===== config.mk =====
export PLATFORM = sky130hd
export DESIGN_NAME = gravity_sensor_in
export DESIGN_NICKNAME = d
export VERILOG_FILES = /design/src/rtl/gravity_sensor_in_pkg.sv /design/src/rtl/gravity_sensor_in_spi_sync_edge.sv /design/src/rtl/gravity_sensor_in.sv
export SDC_FILE = /design/constraint.sdc
export NUM_CORES = 1
export LEC_CHECK = 0
export CELL_PAD_IN_SITES_DETAIL_PLACEMENT = 0
export CELL_PAD_IN_SITES_GLOBAL_PLACEMENT = 1
export CORE_UTILIZATION = 38
export CTS_CLUSTER_DIAMETER = 150
export CTS_CLUSTER_SIZE = 40
export DETAILED_ROUTE_END_ITERATION = 8
export GPL_TIMING_DRIVEN = 0
export PLACE_DENSITY_LB_ADDON = 0.25
export SYNTH_ARGS = -nofsm -noshare
export SYNTH_HDL_FRONTEND = slang
export SYNTH_SLANG_ARGS = --single-unit
export TNS_END_PERCENT = 20

===== constraint.sdc =====
create_clock -name clk -period 1.8 [get_ports clk]
set_input_delay 0.18 -clock clk [delete_from_list [all_inputs] [get_ports clk]]
set_output_delay 0.18 -clock clk [all_outputs]
set_load 0.005 [all_outputs]

===== src/rtl/gravity_sensor_in_pkg.sv =====
// ============================================================================
// gravity_sensor_in_pkg : SPI receive state encoding and sensor register map
// Revision: 1.0
// ============================================================================
`default_nettype none

package gravity_sensor_in_pkg;

   typedef enum logic [2:0] {
      ST_IDLE = 3'd0,
      ST_CMD  = 3'd1,
      ST_ADDR = 3'd2,
      ST_DATA = 3'd3,
      ST_DONE = 3'd4,
      ST_SKIP = 3'd5
   } spi_state_e;

   // Register map shared with the address-driving transmitter.
   localparam logic [7:0] DEF_READ_CMD  = 8'h0B;
   localparam logic [7:0] DEF_X_LO_ADDR = 8'h0E;
   localparam logic [7:0] DEF_X_HI_ADDR = 8'h0F;
   localparam logic [7:0] DEF_Y_LO_ADDR = 8'h10;
   localparam logic [7:0] DEF_Y_HI_ADDR = 8'h11;

endpackage

`default_nettype wire


===== src/rtl/gravity_sensor_in_spi_sync_edge.sv =====
// ============================================================================
// spi_sync_edge : N-stage synchroniser with rise/fall strobes on the synced copy
// Revision: 1.0
// ============================================================================
`default_nettype none

module spi_sync_edge #(
   parameter int   STAGES    = 2,
   parameter logic RESET_VAL = 1'b0
) (
   input  logic clk,
   input  logic rst,
   input  logic d,
   output logic q,
   output logic rise,
   output logic fall
);

   logic [STAGES-1:0] chain_q, chain_d;
   logic              prev_q, prev_d;

   always_comb begin
      chain_d = {chain_q[STAGES-2:0], d};
      prev_d  = chain_q[STAGES-1];
   end

   always_ff @(posedge clk) begin
      if (rst) begin
         chain_q <= {STAGES{RESET_VAL}};
         prev_q  <= RESET_VAL;
      end else begin
         chain_q <= chain_d;
         prev_q  <= prev_d;
      end
   end

   assign q    = chain_q[STAGES-1];
   assign rise = q & ~prev_q;
   assign fall = ~q & prev_q;

endmodule

`default_nettype wire


===== src/rtl/gravity_sensor_in.sv =====
// ============================================================================
// gravity_sensor_in : SPI read-frame snooper pairing lo/hi bytes into X/Y samples
// Revision: 1.0
// ============================================================================
`default_nettype none

module gravity_sensor_in
   import gravity_sensor_in_pkg::*;
#(
   parameter logic [7:0] READ_CMD    = DEF_READ_CMD,
   parameter logic [7:0] X_LO_ADDR   = DEF_X_LO_ADDR,
   parameter logic [7:0] X_HI_ADDR   = DEF_X_HI_ADDR,
   parameter logic [7:0] Y_LO_ADDR   = DEF_Y_LO_ADDR,
   parameter logic [7:0] Y_HI_ADDR   = DEF_Y_HI_ADDR,
   parameter int         SYNC_STAGES = 2
) (
   input  logic        clk,
   input  logic        rst,
   input  logic        clkcs,
   input  logic        sclk,
   input  logic        adress,
   input  logic        miso,
   output logic [15:0] x_data,
   output logic [15:0] y_data,
   output logic        x_valid,
   output logic        y_valid,
   output logic        frame_err
);

   logic cs_lvl, cs_rise, cs_fall;
   logic sclk_lvl, sclk_rise, sclk_fall;

   // cs_n chain resets low so a frame already in flight at reset release never
   // looks like a fresh falling edge.
   spi_sync_edge #(.STAGES(SYNC_STAGES), .RESET_VAL(1'b0)) u_cs_sync (
      .clk(clk), .rst(rst), .d(clkcs), .q(cs_lvl), .rise(cs_rise), .fall(cs_fall)
   );

   spi_sync_edge #(.STAGES(SYNC_STAGES), .RESET_VAL(1'b0)) u_sclk_sync (
      .clk(clk), .rst(rst), .d(sclk), .q(sclk_lvl), .rise(sclk_rise), .fall(sclk_fall)
   );

   logic unused_sync;
   assign unused_sync = &{1'b0, cs_lvl, sclk_lvl, sclk_fall};

   logic [SYNC_STAGES-1:0] mosi_sync_q, mosi_sync_d;
   logic [SYNC_STAGES-1:0] miso_sync_q, miso_sync_d;
   logic                   mosi_s, miso_s;

   spi_state_e  state_q, state_d;
   logic [2:0]  cnt_q, cnt_d;
   logic [7:0]  shift_q, shift_d;
   logic [7:0]  addr_q, addr_d;
   logic [7:0]  x_lo_q, x_lo_d, y_lo_q, y_lo_d;
   logic        x_lo_fresh_q, x_lo_fresh_d, y_lo_fresh_q, y_lo_fresh_d;
   logic [15:0] x_data_q, x_data_d, y_data_q, y_data_d;
   logic        x_valid_q, x_valid_d, y_valid_q, y_valid_d;
   logic        frame_err_q, frame_err_d;
   logic        commit;

   assign mosi_s = mosi_sync_q[SYNC_STAGES-1];
   assign miso_s = miso_sync_q[SYNC_STAGES-1];

   always_comb begin
      mosi_sync_d  = {mosi_sync_q[SYNC_STAGES-2:0], adress};
      miso_sync_d  = {miso_sync_q[SYNC_STAGES-2:0], miso};
      state_d      = state_q;
      cnt_d        = cnt_q;
      shift_d      = shift_q;
      addr_d       = addr_q;
      x_lo_d       = x_lo_q;
      y_lo_d       = y_lo_q;
      x_lo_fresh_d = x_lo_fresh_q;
      y_lo_fresh_d = y_lo_fresh_q;
      x_data_d     = x_data_q;
      y_data_d     = y_data_q;
      x_valid_d    = 1'b0;
      y_valid_d    = 1'b0;
      frame_err_d  = 1'b0;
      commit       = 1'b0;

      case (state_q)
         ST_IDLE: begin
            if (cs_fall) begin
               state_d = ST_CMD;
               cnt_d   = 3'd0;
            end
         end
         ST_CMD, ST_ADDR, ST_DATA: begin
            if (sclk_rise) begin
               shift_d = {shift_q[6:0], (state_q == ST_DATA) ? miso_s : mosi_s};
               cnt_d   = cnt_q + 3'd1;
               if (cnt_q == 3'd7) begin
                  case (state_q)
                     ST_CMD:  state_d = (shift_d == READ_CMD) ? ST_ADDR : ST_SKIP;
                     ST_ADDR: begin
                        addr_d  = shift_d;
                        state_d = ST_DATA;
                     end
                     default: begin
                        commit  = 1'b1;
                        state_d = ST_DONE;
                     end
                  endcase
               end
            end
         end
         ST_DONE: state_d = ST_SKIP;
         default: state_d = state_q;
      endcase

      if (cs_rise) begin
         state_d     = ST_IDLE;
         commit      = 1'b0;
         frame_err_d = (state_q == ST_ADDR) || (state_q == ST_DATA);
      end

      // Registering the commit makes the valid pulse and new sample appear
      // together in the DONE cycle.
      if (commit) begin
         if (addr_q == X_LO_ADDR) begin
            x_lo_d       = shift_d;
            x_lo_fresh_d = 1'b1;
         end else if (addr_q == X_HI_ADDR) begin
            if (x_lo_fresh_q) begin
               x_data_d  = {shift_d, x_lo_q};
               x_valid_d = 1'b1;
            end
            x_lo_fresh_d = 1'b0;
         end else if (addr_q == Y_LO_ADDR) begin
            y_lo_d       = shift_d;
            y_lo_fresh_d = 1'b1;
         end else if (addr_q == Y_HI_ADDR) begin
            if (y_lo_fresh_q) begin
               y_data_d  = {shift_d, y_lo_q};
               y_valid_d = 1'b1;
            end
            y_lo_fresh_d = 1'b0;
         end
      end
   end

   always_ff @(posedge clk) begin
      if (rst) begin
         mosi_sync_q  <= '0;
         miso_sync_q  <= '0;
         state_q      <= ST_IDLE;
         cnt_q        <= 3'd0;
         shift_q      <= 8'd0;
         addr_q       <= 8'd0;
         x_lo_q       <= 8'd0;
         y_lo_q       <= 8'd0;
         x_lo_fresh_q <= 1'b0;
         y_lo_fresh_q <= 1'b0;
         x_data_q     <= 16'd0;
         y_data_q     <= 16'd0;
         x_valid_q    <= 1'b0;
         y_valid_q    <= 1'b0;
         frame_err_q  <= 1'b0;
      end else begin
         mosi_sync_q  <= mosi_sync_d;
         miso_sync_q  <= miso_sync_d;
         state_q      <= state_d;
         cnt_q        <= cnt_d;
         shift_q      <= shift_d;
         addr_q       <= addr_d;
         x_lo_q       <= x_lo_d;
         y_lo_q       <= y_lo_d;
         x_lo_fresh_q <= x_lo_fresh_d;
         y_lo_fresh_q <= y_lo_fresh_d;
         x_data_q     <= x_data_d;
         y_data_q     <= y_data_d;
         x_valid_q    <= x_valid_d;
         y_valid_q    <= y_valid_d;
         frame_err_q  <= frame_err_d;
      end
   end

   assign x_data    = x_data_q;
   assign y_data    = y_data_q;
   assign x_valid   = x_valid_q;
   assign y_valid   = y_valid_q;
   assign frame_err = frame_err_q;

endmodule

`default_nettype wire


==> results.py <==
metrics = {
    "routing": {
        "finalWirelength_mm": 10.1,
        "drc": 4,
        "drt_iter0_markers": 190,
        "wl_per_cell_um": 17.7,
        "vias_per_cell": 5.65,
        "vias": 3226,
        "drtPass1Iterations": 8,
        "antenna_left": 0,
    },
    "sta": {
        "rsz0062_at_grt": "true",
        "finClkSkew_ns": 0.00831,
        "final_hold_viol_count": 0,
        "postLayoutSetupSlackWorst_ns": -0.198,
        "finalCritPeriodShare_pct": 111,
        "fin_crit_ns": 2.00,
        "relSlewSlack_pct": 60.8,
        "setup_violations": 50,
        "worstMarginPinSlew_ns": 0.586,
        "clock.fmax_ghz": 0.500,
        "slew_viol_final": 0,
    },
    "run": {
        "maxCapViolations": 0,
    },
    "place": {
        "hpwl_mm": 6.51,
        "io_buffers": 39,
        "placed_area_um2": 4050,
        "gp_congestion": 0.868,
    },
    "final_layout": {
        "fin_area_um2": 4740,
        "post-route-util_pct": 53.8,
        "fillers": 846,
        "nets": 467,
        "drive_gt1_share_pct": 21.8,
        "syn2layout_area_growth_pct": 35.5,
        "n_antenna_cell": 0,
    },
    "worst_hold_path": {
        "min_path_type": "input pin to flip-flop",
        "worstHoldPathCells": 2,
    },
    "logic_synthesis": {
        "synth_edf_count": 0,
        "ys_warn_count": 0,
        "yosysSeqAreaShare_pct": 48.7,
        "synth_cell_types": 45,
        "async_flop_share_pct": 0,
        "syn_area_um2": 3500,
        "synthTopCellsByCount": "85 x dfxtp_1, 52 x o21ai_1, 49 x a21oi_1",
        "yosysTopAreaCell": "dfxtp_1",
        "syn_inst": 388,
        "synth_area_leaders": "dfxtp_1 49%, o21ai_1 7.4%, a21oi_1 7.0%",
        "ys.flop_type": "dfxtp_1",
        "synth-seq-cells": 85,
        "syn_avg_cell_area_um2": 9.01,
        "synth_nets": 396,
        "synth_top_area_share_pct": 48.7,
        "synth_most_common_cell": "dfxtp_1",
    },
    "critical_path": {
        "endpoint_kind": "flip-flop",
        "reg2reg_slack_ns": -0.20,
        "worstPathArrival_ns": 2.24,
        "crit_type": "flip-flop to flip-flop",
        "start_kind": "flip-flop",
        "required_ns": 2.04,
        "reg2reg_depth": 6,
        "crit_fanout": 5,
    },
    "clocking": {
        "hold_buffers": 0,
        "root_buffer": "clkbuf_8",
        "numCtsBuffers": 9,
        "tritoncts": "built",
        "htree_levels": 3,
        "insertion_delay_ns": 0.37,
        "clk_pin_slew_ns": 0.09,
        "clkSinkCount": 85,
        "clk_path_buf_depth": 2,
    },
    "power": {
        "combPwrFrac_pct": 2.8,
        "p_sw_mw": 0.791,
        "clkPwrFrac_pct": 43.4,
        "p_total_mw": 3.53,
        "p_per_area_nw_per_um2": 745,
        "ir_drop_v": 0.000511,
        "p_leak_nw": 1.66,
        "intPower_mw": 2.74,
        "pwr-share-seq_pct": 53.8,
        "switching_share_pct": 22.4,
    },
    "floorplan": {
        "rows": 34,
        "die_area_um2": 9590,
        "chipHeight_um": 97.9,
        "start_util_pct": 39.7,
        "die_w_um": 97.9,
        "core_area_um2": 8810,
        "ioPinCount": 41,
    },
    "status": {
        "status": "finished, violations left",
        "violations": "design-rule violations, negative setup slack",
    },
    "global_route": {
        "grt_pass1_vias": 3056,
        "grt-ovfl-total": 0,
        "grt_max_degree": 15,
        "antenna_found_initial": 0,
        "grt_pass1_wl_mm": 16.1,
        "grt_util_all_layers_pct": 21.8,
    },
}
[layout make-up]
cell class / instances / area (um^2) / share of cell area [%]
multi-input combinational: 266 / 1770 / 37.4
sequential: 85 / 1710 / 36.0
timing repair buffer: 63 / 663 / 14.0
buffer: 32 / 230 / 4.86
clock buffer: 10 / 138 / 2.90
tap: 108 / 135 / 2.85
clock inverter: 5 / 83.8 / 1.77
inverter: 2 / 7.51 / 0.158
[final timing paths]
path	start	endpoint
worst min-delay path	rst	u_cs_sync.prev_q
worst max register to register	addr_q[5]	x_data[11]
worst max-delay path	addr_q[5]	x_data[11]
worst min register to register	mosi_sync_q[0]	mosi_sync_q[1]
[repair_timing]
item / 4_1_cts / 5_1_grt
setup endpoints to repair: 68 / 66
pin swaps: 46 / 34
cloned: 3 / 2
buffers inserted: 13 / 7
gates resized for setup: 36 / 44
[cell families after synthesis]
| kind of cell | share of synthesized area [%] |
|---|---|
| buffers and inverters | 5.22 |
| adder cells (fa/ha/maj) | 0.715 |
| multiplexers | 2.58 |
| flip-flops | 48.7 |
| AND/OR/NAND/NOR | 18.5 |
| AO/OA/AOI/OAI | 24.3 |
[sequential cells by signal, summed over array words and instances, names as in the netlist]
name / cells
y_lo_q: 8
x_lo_fresh_q: 1
y_valid: 1
u_cs_sync.prev_q: 1
miso_sync_q: 2
u_sclk_sync.chain_q: 2
y_lo_fresh_q: 1
u_cs_sync.chain_q: 2
cnt_q: 3
frame_err: 1
shift_q: 8
u_sclk_sync.prev_q: 1
x_valid: 1
x_data: 16
mosi_sync_q: 2
x_lo_q: 8
state_q: 3
addr_q: 8
y_data: 16
[power groups by stage]
stage	Clock, mW	Sequential [mW]	Combinational (mW)
3_3_place_gp	0	1.94	0.0927
3_5_place_dp	0	1.94	0.0937
6_report	1.53	1.90	0.0993
5_1_grt	1.63	1.90	0.108
2_1_floorplan	0	1.94	0.0609
4_1_cts	1.55	1.90	0.0960
[routing by layer]
| metal | global-route usage (%) | vias to the layer above | routed length [um] |
|---|---|---|---|
| met4 | 8.16 | 0 | 176 |
| li1 | - | 1562 | - |
| met3 | 4.65 | 20 | 671 |
| met5 | 0 | - | 0 |
| met1 | 28.0 | 1549 | 4470 |
| met2 | 35.8 | 95 | 4760 |
[placed cells by master, fill, tap and decap left out, drive strengths merged, types with 9 or more instances in the layout]
cell type,count
a21oi,49
and3,9
buf,37
clkbuf,29
clkdlybuf4s50,39
dfxtp,85
mux2i,9
nand3,20
nor2,31
nor2b,16
o211ai,28
o21ai,53
[worst max-delay path, stage by stage (launching register included)]
cell	delay, ns
dfxtp_2	0.33
or4b_4	0.55
or4_4	0.48
buf_4	0.18
buf_16	0.13
o21ai_2	0.13
a21oi_1	0.07
[metrics by stage]
stage	setup TNS, ns	cells	hold WS (ns)	worst slack, ns
final	-6.55	571	0.311	-0.198
after floorplan	-4.12	388	0.308	-0.127
after CTS	-10.00	565	0.326	-0.263
after global routing	-9.00	571	0.341	-0.244
after global placement	-16.29	535	0.416	-0.465
after detailed placement	-17.54	535	0.425	-0.496
(Power assumes the default switching activity.)
